**config.mk**
```make
export PLATFORM = sky130hd
export DESIGN_NAME = tbs_tx
export DESIGN_NICKNAME = d
export VERILOG_FILES = /design/src/rtl/tbs_tx.sv
export SDC_FILE = /design/constraint.sdc
export NUM_CORES = 1
export LEC_CHECK = 0
export CORE_MARGIN = 2
export CORE_UTILIZATION = 67
export DETAILED_ROUTE_END_ITERATION = 10
export DONT_BUFFER_PORTS = 1
export GPL_ROUTABILITY_DRIVEN = 0
export MAX_ROUTING_LAYER = met4
export PLACE_DENSITY_LB_ADDON = 0.25
export SETUP_SLACK_MARGIN = 0.05
export SLEW_MARGIN = 5
export SYNTH_ARGS = -nofsm -noshare
export SYNTH_HDL_FRONTEND = slang
export SYNTH_SLANG_ARGS = --single-unit
```
**constraint.sdc**
```tcl
create_clock -name clk_50M -period 3.6 [get_ports clk_50M]
set_input_delay 0.54 -clock clk_50M [delete_from_list [all_inputs] [get_ports clk_50M]]
set_output_delay 0.54 -clock clk_50M [all_outputs]
set_load 0.02 [all_outputs]
```
**src/rtl/tbs_tx.sv**
```systemverilog
`timescale 1ns/1ps
// tbs_tx: RS-232 (8N1) receiver feeding a Manchester-coded TBS frame transmitter.
// Each valid UART byte becomes one TBS frame: 2 sync bits low, 8 data bits
// MSB first (0 = high/low, 1 = low/high), 1 guard bit high.
// Optional feature macro TBS_PARITY_EN: adds one Manchester even-parity bit
// between the data and the guard bit.
// Ports:
//   clk_50M  - system clock
//   rst_n    - asynchronous active-low reset
//   rs232_in - UART RX line, idle high, asynchronous to clk_50M
//   TBS_out  - TBS serial output, idle high, registered
module tbs_tx #(
   parameter int unsigned CLK_FREQ        = 50_000_000,
   parameter int unsigned BAUD_RATE       = 115200,
   parameter int unsigned TBS_HALF_CYCLES = 50
) (
   input  logic clk_50M,
   input  logic rst_n,
   input  logic rs232_in,
   output logic TBS_out
);

   localparam int unsigned BAUD_DIV  = CLK_FREQ / BAUD_RATE;
   localparam int unsigned BAUD_W    = (BAUD_DIV > 2) ? $clog2(BAUD_DIV) : 1;
   localparam int unsigned HALF_W    = (TBS_HALF_CYCLES > 2) ? $clog2(TBS_HALF_CYCLES) : 1;
   localparam int unsigned IDX_W     = 4;
   localparam logic [BAUD_W-1:0] BAUD_MID    = BAUD_W'(BAUD_DIV / 2);
   localparam logic [BAUD_W-1:0] BAUD_RELOAD = BAUD_W'(BAUD_DIV - 1);
   localparam logic [HALF_W-1:0] HALF_LAST   = HALF_W'(TBS_HALF_CYCLES - 1);

   typedef enum logic [1:0] {
      R_IDLE,
      R_START,
      R_DATA,
      R_STOP
   } rx_state_t;

   typedef enum logic [2:0] {
      T_IDLE,
      T_SYNC,
      T_DATA,
`ifdef TBS_PARITY_EN
      T_PARITY,
`endif
      T_GUARD
   } tx_state_t;

   // ------------------------------------------------------------------
   // Input synchroniser and falling-edge detect (preset to idle level)
   // ------------------------------------------------------------------
   logic [1:0] rx_sync;
   logic       rx_prev;
   logic       rx;
   logic       rx_fall;

   always_ff @(posedge clk_50M or negedge rst_n) begin
      if (!rst_n) begin
         rx_sync <= 2'b11;
         rx_prev <= 1'b1;
      end else begin
         rx_sync <= {rx_sync[0], rs232_in};
         rx_prev <= rx_sync[1];
      end
   end

   assign rx      = rx_sync[1];
   assign rx_fall = rx_prev & ~rx;

   // ------------------------------------------------------------------
   // RX FSM: state register and datapath
   // ------------------------------------------------------------------
   rx_state_t         rx_state, rx_state_nxt;
   logic [BAUD_W-1:0] baud_cnt, baud_cnt_nxt;
   logic [2:0]        bit_cnt, bit_cnt_nxt;
   logic [7:0]        rx_shift, rx_shift_nxt;
   logic              baud_tick;
   logic              buf_wr;

   logic [7:0]        buf_data;
   logic              buf_full;
   logic              tx_load;

   assign baud_tick = (baud_cnt == '0);

   always_ff @(posedge clk_50M or negedge rst_n) begin
      if (!rst_n) begin
         rx_state <= R_IDLE;
         baud_cnt <= '0;
         bit_cnt  <= '0;
         rx_shift <= '0;
      end else begin
         rx_state <= rx_state_nxt;
         baud_cnt <= baud_cnt_nxt;
         bit_cnt  <= bit_cnt_nxt;
         rx_shift <= rx_shift_nxt;
      end
   end

   // RX next-state: counter runs down to zero at each bit centre, then reloads
   always_comb begin
      rx_state_nxt = rx_state;
      baud_cnt_nxt = baud_cnt;
      bit_cnt_nxt  = bit_cnt;
      rx_shift_nxt = rx_shift;
      buf_wr       = 1'b0;

      case (rx_state)
         R_IDLE: begin
            if (rx_fall) begin
               baud_cnt_nxt = BAUD_MID;
               rx_state_nxt = R_START;
            end
         end
         R_START: begin
            if (!baud_tick) begin
               baud_cnt_nxt = baud_cnt - BAUD_W'(1);
            end else if (rx) begin
               // line back high at mid start bit: glitch, not a start bit
               rx_state_nxt = R_IDLE;
            end else begin
               baud_cnt_nxt = BAUD_RELOAD;
               bit_cnt_nxt  = '0;
               rx_state_nxt = R_DATA;
            end
         end
         R_DATA: begin
            if (!baud_tick) begin
               baud_cnt_nxt = baud_cnt - BAUD_W'(1);
            end else begin
               rx_shift_nxt = {rx, rx_shift[7:1]};
               baud_cnt_nxt = BAUD_RELOAD;
               bit_cnt_nxt  = bit_cnt + 3'd1;
               if (bit_cnt == 3'd7) begin
                  bit_cnt_nxt  = '0;
                  rx_state_nxt = R_STOP;
               end
            end
         end
         R_STOP: begin
            if (!baud_tick) begin
               baud_cnt_nxt = baud_cnt - BAUD_W'(1);
            end else begin
               // framing error or full buffer: byte is dropped
               buf_wr       = rx & ~buf_full;
               rx_state_nxt = R_IDLE;
            end
         end
         default: rx_state_nxt = R_IDLE;
      endcase
   end

   // ------------------------------------------------------------------
   // One-byte holding buffer between RX and TX
   // ------------------------------------------------------------------
   always_ff @(posedge clk_50M or negedge rst_n) begin
      if (!rst_n) begin
         buf_data <= '0;
         buf_full <= 1'b0;
      end else if (buf_wr) begin
         buf_data <= rx_shift;
         buf_full <= 1'b1;
      end else if (tx_load) begin
         buf_full <= 1'b0;
      end
   end

   // ------------------------------------------------------------------
   // TX FSM: state register and datapath
   // ------------------------------------------------------------------
   tx_state_t         tx_state, tx_state_nxt;
   logic [HALF_W-1:0] half_cnt, half_cnt_nxt;
   logic [IDX_W-1:0]  half_idx, half_idx_nxt;
   logic [7:0]        tx_shift;
   logic              tx_shift_en;
   logic              out_nxt;
   logic              half_end;

`ifdef TBS_PARITY_EN
   logic              par_bit;

   always_ff @(posedge clk_50M or negedge rst_n) begin
      if (!rst_n) begin
         par_bit <= 1'b0;
      end else if (tx_load) begin
         par_bit <= ^buf_data;
      end
   end
`endif

   assign half_end = (half_cnt == HALF_LAST);

   always_ff @(posedge clk_50M or negedge rst_n) begin
      if (!rst_n) begin
         tx_state <= T_IDLE;
         half_cnt <= '0;
         half_idx <= '0;
         tx_shift <= '0;
         TBS_out  <= 1'b1;
      end else begin
         tx_state <= tx_state_nxt;
         half_cnt <= half_cnt_nxt;
         half_idx <= half_idx_nxt;
         TBS_out  <= out_nxt;
         if (tx_load) begin
            tx_shift <= buf_data;
         end else if (tx_shift_en) begin
            tx_shift <= {tx_shift[6:0], 1'b0};
         end
      end
   end

   // TX next-state: the output level is computed for the next state so the
   // registered TBS_out lines up with the state it belongs to.
   always_comb begin
      tx_state_nxt = tx_state;
      half_cnt_nxt = half_end ? '0 : half_cnt + HALF_W'(1);
      half_idx_nxt = half_idx;
      out_nxt      = TBS_out;
      tx_load      = 1'b0;
      tx_shift_en  = 1'b0;

      case (tx_state)
         T_IDLE: begin
            half_cnt_nxt = '0;
            out_nxt      = 1'b1;
            if (buf_full) begin
               tx_load      = 1'b1;
               half_idx_nxt = '0;
               out_nxt      = 1'b0;
               tx_state_nxt = T_SYNC;
            end
         end
         T_SYNC: begin
            out_nxt = 1'b0;
            if (half_end) begin
               half_idx_nxt = half_idx + IDX_W'(1);
               if (half_idx == IDX_W'(3)) begin
                  half_idx_nxt = '0;
                  out_nxt      = ~tx_shift[7];
                  tx_state_nxt = T_DATA;
               end
            end
         end
         T_DATA: begin
            if (half_end) begin
               half_idx_nxt = half_idx + IDX_W'(1);
               if (!half_idx[0]) begin
                  // second half of a bit carries the bit value itself
                  out_nxt = tx_shift[7];
               end else begin
                  tx_shift_en = 1'b1;
                  if (half_idx == IDX_W'(15)) begin
                     half_idx_nxt = '0;
`ifdef TBS_PARITY_EN
                     out_nxt      = ~par_bit;
                     tx_state_nxt = T_PARITY;
`else
                     out_nxt      = 1'b1;
                     tx_state_nxt = T_GUARD;
`endif
                  end else begin
                     out_nxt = ~tx_shift[6];
                  end
               end
            end
         end
`ifdef TBS_PARITY_EN
         T_PARITY: begin
            if (half_end) begin
               if (!half_idx[0]) begin
                  half_idx_nxt = half_idx + IDX_W'(1);
                  out_nxt      = par_bit;
               end else begin
                  half_idx_nxt = '0;
                  out_nxt      = 1'b1;
                  tx_state_nxt = T_GUARD;
               end
            end
         end
`endif
         T_GUARD: begin
            out_nxt = 1'b1;
            if (half_end) begin
               if (half_idx == '0) begin
                  half_idx_nxt = IDX_W'(1);
               end else if (buf_full) begin
                  // a waiting byte starts its frame with no idle gap
                  tx_load      = 1'b1;
                  half_idx_nxt = '0;
                  out_nxt      = 1'b0;
                  tx_state_nxt = T_SYNC;
               end else begin
                  half_idx_nxt = '0;
                  tx_state_nxt = T_IDLE;
               end
            end
         end
         default: begin
            out_nxt      = 1'b1;
            tx_state_nxt = T_IDLE;
         end
      endcase
   end

endmodule

```
; ---- After elaboration in Yosys (flattened, before gate mapping)
; Index checks and enable logic that the tools add are counted.
[word_totals]
ff_bits = 56
output_inout_bits = 1
elab_cells = 124
[classes]
n_mux = 61
bitwise_logic = 6
n_reduce_logical = 14
add_sub_neg = 4
eq_ne = 26
[ops]
columns = operator, n
row1 = 9-bit two-way mux, 5
row2 = 3-bit two-way mux, 12
row3 = 9-bit case mux with 4 select lines, 1
row4 = 2-bit != test (second input constant), 15
row5 = 4-bit two-way mux, 7
row6 = 1-bit two-way mux, 20
row7 = 8-bit two-way mux, 2
row8 = 4-bit case mux with 4 select lines, 1
row9 = 2-bit two-way mux, 6
row10 = 6-bit two-way mux, 2
row11 = 3-bit case mux with 4 select lines, 1
row12 = 5-bit AND reduction, 2
row13 = 9-bit logical NOT, 1
row14 = 9-bit by 1-bit subtractor with 9-bit output (second input constant), 1
row15 = 2-bit case mux with 4 select lines, 1
row16 = 8-bit AND reduction, 1
row17 = 6-bit by 1-bit adder with 6-bit output (second input constant), 1
row18 = 3-bit by 2-bit == test with 1-bit output (second input constant), 2
row19 = 6-bit == test (second input constant), 1
row20 = 3-bit case mux with 2 select lines, 1
row21 = 2-bit nonzero test, 3
row22 = 4-bit by 1-bit adder with 4-bit output (second input constant), 1
row23 = 2-bit == test (second input constant), 2
row24 = 4-bit by 2-bit == test with 1-bit output (second input constant), 1
row25 = 17 further kinds, 21

; ---- Depth between registers and ports, before layout
; Gate-level depths: netlist of run 1.
[depth]
ltp_word = 6
mapped_depth = 7

; ---- Worst setup path before layout of run 1
; No wires, ideal clock.
[synth_timing]
path_type = register -> register
startpoint = register half_cnt[1]
endpoint = register tx_shift[1]
required_ns = 3.475
setup_ns = 0.125
setup_slack_ns = 1.522
arrival_time_ns = 1.953
path_stages_with_launch = 8
path_cell_list = dfrtp_1 > inv_1 > ha_1 > or3b_1 > clkbuf_1 > nor3_4 > mux2_2 > mux2_2
[synth_between]
elab_chain_cells = 4
elab_cells_between_ends = 7
[synth_rtl]
columns = element, line
row1 = "start, declared", 171  ; logic [HALF_W-1:0] half_cnt, half_cnt_nxt;
row2 = "start signal, assigned", 201  ; half_cnt <= half_cnt_nxt;
row3 = 6-bit == test (*), 190  ; assign half_end = (half_cnt == HALF_LAST);
row4 = "1-bit two-way mux, on equally long branches", "283, 245"
row5 = 1-bit case mux with 2 select lines or 1-bit two-way mux (tied branches), 222  ; case (tx_state)
row6 = 8-bit two-way mux or 2-bit nonzero test (tied branches), -
row7 = "end signal, assigned", 205  ; tx_shift <= buf_data;
row8 = "end signal, assigned", 207  ; tx_shift <= {tx_shift[6:0], 1'b0};
row9 = "end, declared", 173  ; logic [7:0] tx_shift;
; Mark *: on every way between the ends. The rest lies on a longest branch, timed or not.
; A chain may end at the register's enable or synchronous reset.

; ---- Worst setup path in the final report of run 1
[layout_timing]
startpoint = register baud_cnt[0]
endpoint = register baud_cnt[0]
[layout_between]
elab_chain_cells = 3
elab_cells_between_ends = 9
[layout_rtl]
columns = element, line
row1 = "start, declared", 73  ; logic [BAUD_W-1:0] baud_cnt, baud_cnt_nxt;
row2 = "start signal, assigned", 93  ; baud_cnt <= baud_cnt_nxt;
row3 = 9-bit by 1-bit subtractor with 9-bit output or 9-bit logical NOT (tied branches), -
row4 = "9-bit two-way mux, or another cell as far along", 140  ; if (!baud_tick) begin
row5 = 9-bit case mux with 4 select lines or 3-bit AND reduction (tied branches), -
; Several ways; a longest one is shown, not always the timed one. The select of a mux whose other input is x is not followed.

==> metrics.log, run 1 <==
INFO  metric status = finished, final reports clean
INFO  metric route.detailed.drc = 0
INFO  metric synth_flop_cell = dfrtp_1
INFO  metric cts_tree = yes
INFO  metric synth.lib_cells_used.distinct = 57
INFO  metric total_vias_in_the_final_route = 2066
INFO  metric grt_antenna_before_repair = 0
INFO  metric routedWlPerCell = 16.57 µm
INFO  metric reg2reg_setup_slack = 1280 ps
INFO  metric detail_route.iter0.violations = 227
INFO  metric gr-max-usage-layer = met1
INFO  metric most_frequent_cells_in_the_layout = 51 x dfrtp_1, 33 x mux2_2, 16 x ha_1
INFO  metric design_power_total = 2.133 mW
INFO  metric final_antenna_net_count = 0
INFO  metric final_common_cell = dfrtp_1
INFO  metric core_region_area = 4354 µm²
INFO  metric tightestPinTransition = 696.7 ps
INFO  metric total_of_flip_flops_plus_latches_after_synthesis = 55
INFO  metric edff_count_synth = 0
INFO  metric layout_worst_path_cycle_share = 0.6445
INFO  metric share_of_post_route_cells_with_drive_strength_above_1 = 0.2103
INFO  metric finish.net_count = 289
INFO  metric timing.hold.worst.class = in2async
INFO  metric number_of_buffers_on_the_longest_clock_path = 2
INFO  metric die_w = 71.27 µm
INFO  metric number_of_max_cap_violations = 0
INFO  metric root_buffer = clkbuf_8
INFO  metric numClockSinks = 55
INFO  metric syn_nets = 289
INFO  metric die-area = 5079 µm²
INFO  metric cts_inserted_buffers = 5
INFO  metric postSynthCellCount = 270
INFO  metric place.detailed.instances = 314
INFO  metric area_overhead_vs_synth = 4.952%
INFO  metric ys.warnings.count = 0
INFO  metric clk_latency = 310 ps
INFO  metric slew_violations = 0
INFO  metric leakagePower = 1.438 nW
INFO  metric number_of_global_route_vias_before_repair = 1949
INFO  metric hold_viol = 0
INFO  metric dpl_worst_slack = 1308 ps
INFO  metric setup_viol_count_final = 0
INFO  metric grt_max_degree = 52
INFO  metric groute.usage.overall = 0.2396
INFO  metric critPathKind = reg2reg
INFO  metric cp-end-kind = flop
INFO  metric synth_top_cells_by_area = dfrtp_1 42%, mux2_2 12%, ha_1 6.6%, dfstp_2 3.5%, o21ai_0 2.3%
INFO  metric post_synth_instance_area = 3032 µm²
INFO  metric detail_route.wirelength = 5.353 mm
INFO  metric crit_path_max_fanout = 14
INFO  metric timing.slew.headroom = 0.5319
INFO  metric netlist.top_cell.by_area = dfrtp_1
INFO  metric worst_setup_hold_path_clk_slew = 100 ps
INFO  metric buffer_ports.inserted = 0
INFO  metric worst_r2r_startpoint = baud_cnt[0]$_DFFE_PN0P_
INFO  metric timing.final.crit_period = 2320 ps
INFO  metric i_o_pin_total = 4
INFO  metric route.detailed.vias_per_inst = 6.396
INFO  metric max_freq = 431.0 MHz
INFO  metric place.detailed.hpwl = 3.685 mm
INFO  metric grt_util_met1 = 0.3567
INFO  metric timing.critical_path.from = baud_cnt[0]$_DFFE_PN0P_
INFO  metric layout.cell_area.non_filler = 3182 µm²
INFO  metric power-per-cell-area = 670.4 nW/µm²
INFO  metric global_route_wire_length_before_repair = 9.397 mm
INFO  metric antenna-diode-count = 0
INFO  metric grt_overflow = 0
INFO  metric die_h = 71.27 µm
INFO  metric total_cell_area_at_the_placement_stage = 3059 µm²
INFO  metric cts_max_level = 2
INFO  metric gr-usage-met2 = 0.3467
INFO  metric grt_setup_unrepaired = false
INFO  metric setup_tns = 0 ps
INFO  metric final_worst_path_setup_slack = 1280 ps
INFO  metric post-cts-setup-buffers = 0
INFO  metric critPathLaunchType = flop
INFO  metric layout_utilization = 0.7307
INFO  metric worstPathRequired = 3800 ps
INFO  metric final_cell_count_no_fill = 323
INFO  metric worst_ep_arrival_time = 2520 ps
INFO  metric worst_hold_slack = 61.00 ps
INFO  metric placementRows = 24
INFO  metric floorplan.initialDensity = 0.6963
INFO  metric synth-async-reset-ratio = 1.000
INFO  metric post_synth.cell_area_avg = 11.23 µm²
INFO  metric post-synth-top-area-fraction = 0.4210
INFO  metric vdd_drop_max = 338.6 µV
INFO  metric finClkSkew = 7.560 ps
INFO  metric firstDrtPassIters = 4
INFO  metric grtUsageMet3 = 0.03094
INFO  metric synth_seq_area_share = 0.4556
worst paths after layout:
path	endpoint	cells after the start
max	baud_cnt[0]$_DFFE_PN0P_	5
min	TBS_out$_DFFE_PN1N_	0
max reg2reg	baud_cnt[0]$_DFFE_PN0P_	5
min in group clk_50M	rx_sync[0]$_DFF_PN1_	0
max in group asynchronous	half_idx[1]$_DFFE_PN0P_	1
min reg2reg	rx_sync[1]$_DFF_PN1_	0
registers in the layout (all words and copies together) (netlist names), named ones only:
signal,count
rx_shift,8
tx_shift,8
rx_state,1
bit_cnt,3
tx_state,2
half_cnt,6
buf_full,1
TBS_out,1
rx_sync,2
baud_cnt,9
buf_data,8
half_idx,4
rx_prev,1
final cells by class:
class | instances | area [µm²]
clock buffer | 5 | 68.82
clock inverter | 3 | 26.28
fill | 288 | 1172
inverter | 15 | 56.30
multi-input combinational | 192 | 1556
sequential | 55 | 1381
tap | 52 | 65.06
timing repair buffer | 1 | 27.53
cells by family (layout without fill, tap and decap cells):
kind of cell,Yosys count,count (layout),share of synthesized area
AO/OA/AOI/OAI,56,56,0.1403
buffers and inverters,23,24,0.03095
XOR/XNOR,5,5,0.01445
flip-flops,55,55,0.4556
multiplexers,37,37,0.1374
AND/OR/NAND/NOR,78,78,0.1552
adder cells (fa/ha/maj),16,16,0.06603
worst max-delay path: stages (launching register included):
cell and delay, ps:
dfrtp_1 430, inv_1 70, ha_1 210, or4b_4 540, o32ai_4 560, mux2_2 400
cell usage after synthesis (2+ instances only):
| cell | n |
|---|---|
| a21oi_1 | 6 |
| nor2_1 | 12 |
| nor3_1 | 12 |
| clkbuf_1 | 7 |
| mux2i_1 | 3 |
| dfstp_2 | 4 |
| dfrtp_1 | 51 |
| inv_1 | 15 |
| nand2_1 | 13 |
| a31oi_1 | 4 |
| mux2_2 | 33 |
| nor2b_1 | 3 |
| or3_1 | 4 |
| o311ai_0 | 3 |
| xor2_1 | 2 |
| o21ai_0 | 14 |
| o211a_1 | 2 |
| nand2b_1 | 6 |
| nand3_1 | 7 |
| o41ai_1 | 4 |
| a211oi_1 | 3 |
| nor3b_1 | 3 |
| o21bai_1 | 3 |
| o32a_1 | 2 |
| nor4_1 | 3 |
| or3b_1 | 2 |
| xnor2_1 | 3 |
| a41oi_1 | 2 |
| ha_1 | 16 |
where the power goes:
part           switching (mW)  internal [mW]  total [mW]
clock                   0.220          0.145       0.365
combinational           0.554          0.366       0.920
sequential              0.122          0.726       0.848
total                   0.896           1.24        2.13
what timing repair did:
item	4_1_cts	5_1_grt
gates resized for setup	0	0
endpoints found under the hold margin	51	0
hold buffers	1	0
layer usage:
metal	part of all wire	vias to the layer above	routed length, µm
met3	0.035	11	185
met1	0.49	1007	2624
met5	0	-	0
met2	0.46	46	2455
li1	-	1002	-
met4	0.016	0	87
(Power assumes the default switching activity.)
==> inputs of run 2 (changes only) <==
- CORE_UTILIZATION: 67 -> 63
- clock period: 3.6 -> 2.3 ns (I/O delays scaled with it)
==> metrics.log, run 2 (synthesized netlist as in run 1, its figures left out) <==
INFO  metric worst_r2r_startpoint = baud_cnt[0]$_DFFE_PN0P_
INFO  metric worst_hold_slack = 361.9 ps
INFO  metric fillerInstances = 318
INFO  metric slew_violations = 0
INFO  metric floorplan.initialDensity = 0.6461
INFO  metric hold_path_end = rx_sync[1]$_DFF_PN1_
INFO  metric setup_viol_count_final = 0
INFO  metric core_region_area = 4692 µm²
INFO  metric groute.usage.overall = 0.2388
INFO  metric final_common_cell = dfrtp_1
INFO  metric area_overhead_vs_synth = 9.616%
INFO  metric max_freq = 466.5 MHz
INFO  metric clk_latency = 310 ps
INFO  metric vdd_drop_max = 520.8 µV
INFO  metric critical_path.max_stage_delay = 540 ps
INFO  metric crit_path_max_fanout = 5
INFO  metric critPathLaunchType = flop
INFO  metric cts_tree = yes
INFO  metric tightestPinTransition = 701.7 ps
INFO  metric worst-path-buf-inv = 2
INFO  metric grt_overflow = 0
INFO  metric cpLargestDelayFamily = simple AND/OR/NAND/NOR gates
INFO  metric pwr-share-clk = 0.168
INFO  metric buffer_ports.inserted = 0
INFO  metric worst_hold_path.num_cells = 0
INFO  metric timing.final.crit_period = 2144 ps
INFO  metric finish.net_count = 302
INFO  metric power-per-cell-area = 1044 nW/µm²
INFO  metric leakagePower = 1.521 nW
INFO  metric crit_path_cell_trace = inv_1, ha_1, or4b_4, o32ai_4, buf_4, mux2i_1, o21ai_0
INFO  metric grt_max_degree = 56
INFO  metric critPathKind = reg2reg
INFO  metric cp-end-kind = flop
INFO  metric numClockSinks = 55
INFO  metric routedWlPerCell = 16.51 µm
INFO  metric share_of_post_route_cells_with_drive_strength_above_1 = 0.2465
INFO  metric worst_setup_hold_path_clk_slew = 110 ps
INFO  metric worstPathRequired = 2480 ps
INFO  metric total_vias_in_the_final_route = 2121
INFO  metric grt_setup_unrepaired = true
INFO  metric status = finished, final reports clean
INFO  metric number_of_max_cap_violations = 0
INFO  metric cts_inserted_buffers = 5
INFO  metric antenna-diode-count = 0
INFO  metric detail_route.wirelength = 5.581 mm
INFO  metric registers.top_by_ff_count = baud_cnt
INFO  metric route.detailed.vias_per_inst = 6.275
INFO  metric reg2reg_setup_slack = 160 ps
INFO  metric most_frequent_cells_in_the_layout = 51 x dfrtp_1, 33 x mux2_2, 16 x ha_1
INFO  metric cp_slowest_cell = or4b_4
INFO  metric place.detailed.hpwl = 3.787 mm
INFO  metric final_antenna_net_count = 0
INFO  metric crit-reg2reg-capture = baud_cnt[3]$_DFFE_PN0P_
INFO  metric hold_viol = 0
INFO  metric worst_ep_arrival_time = 2330 ps
INFO  metric internal_power = 2.030 mW
INFO  metric pwr-share-seq = 0.383
INFO  metric pwr-share-comb = 0.449
INFO  metric timing.critical_path.from = baud_cnt[0]$_DFFE_PN0P_
INFO  metric worst_r2r_path_depth = 7
INFO  metric placementRows = 25
INFO  metric number_of_global_route_vias_before_repair = 2103
INFO  metric i_o_pin_total = 4
INFO  metric cts_max_level = 2
INFO  metric layout_worst_path_cycle_share = 0.9321
INFO  metric holdCritStartpoint = rx_sync[0]$_DFF_PN1_
INFO  metric setup_tns = 0 ps
INFO  metric global_route_wire_length_before_repair = 9.811 mm
INFO  metric max_ffs_per_register = 9
INFO  metric number_of_buffers_on_the_longest_clock_path = 2
INFO  metric die_h = 73.37 µm
INFO  metric die-area = 5383 µm²
INFO  metric detail_route.iter0.violations = 179
INFO  metric finClkSkew = 9.134 ps
INFO  metric timing.slew.headroom = 0.5279
INFO  metric route.detailed.drc = 0
INFO  metric firstDrtPassIters = 4
INFO  metric die_w = 73.37 µm
INFO  metric root_buffer = clkbuf_8
INFO  metric timing.hold.worst.class = reg2reg
INFO  metric power.share.switching = 0.4148
INFO  metric power.switching = 1.439 mW
INFO  metric grt_antenna_before_repair = 0
-- run 2: cell types whose count changed in the layout (fill, tap and decap cells not counted), sizes merged --
cell and change:
buf +11, dlygate4sd3 +2
-- run 2: worst max path at each step --
stage / to / slack [ps] / depth (start not counted)
2_1_floorplan: tx_shift[1]$_DFFE_PN0P_ / 220 / 7
3_3_place_gp: tx_shift[4]$_DFFE_PN0P_ / 130 / 6
3_5_place_dp: tx_shift[3]$_DFFE_PN0P_ / 50 / 6
4_1_cts: tx_shift[3]$_DFFE_PN0P_ / 90 / 6
5_1_grt: tx_state[1]$_DFFE_PN0P_ / 30 / 6
6_report: baud_cnt[3]$_DFFE_PN0P_ / 160 / 7
-- run 2: repair_timing --
item / in CTS / in global routing
setup endpoints to repair: 8 / 10
pin swaps: 1 / 2
hold endpoints to repair: 56 / 0
setup buffers: 0 / 3
resized for setup: 1 / 3
hold buffers: 3 / 0
-- run 2: routing by layer --
layer | part of all wire | up-vias | GRT usage | routed length [µm]
li1 | - | 1026 | - | -
met2 | 0.49 | 49 | 0.3794 | 2746
met4 | 0.0056 | 0 | 0.06061 | 31
met1 | 0.47 | 1042 | 0.3235 | 2607
met5 | 0 | - | - | 0
met3 | 0.035 | 4 | 0.03704 | 194
-- run 2: cell type report --
type                       count  area, µm²  share of cell area
inverter                      15      56.30             0.01694
timing repair buffer          14      146.4             0.04405
multi-input combinational    192       1572              0.4729
tap                           54      67.56             0.02033
sequential                    55       1381              0.4157
clock buffer                   5      68.82             0.02071
clock inverter                 3      31.28            0.009413
-- run 2: power by group through the flow --
stage	logic, mW	registers [mW]	clock network [mW]
after floorplan	1.16	1.30	0
after global placement	1.44	1.33	0
after detailed placement	1.46	1.35	0
after CTS	1.51	1.33	0.604
after global routing	1.74	1.36	0.639
final	1.56	1.33	0.584
-- run 2: per-stage QoR --
step           area (µm²)    util  worst slack (ps)  std cells  power [mW]
2_1_floorplan        3032       -             222.3        270       2.458
3_3_place_gp         3122  0.6653             132.3        324       2.771
3_5_place_dp         3122  0.6653             46.50        324       2.809
4_1_cts              3276  0.6981             92.34        335       3.447
5_1_grt              3323  0.7083             28.29        338       3.731
6_report             3323  0.7083             156.2        338       3.469
==> inputs of run 3 (changes only) <==
- CAP_MARGIN: default -> 10
==> results of run 3 <==
Final layout, timing and power as in run 2 (identical DEF).
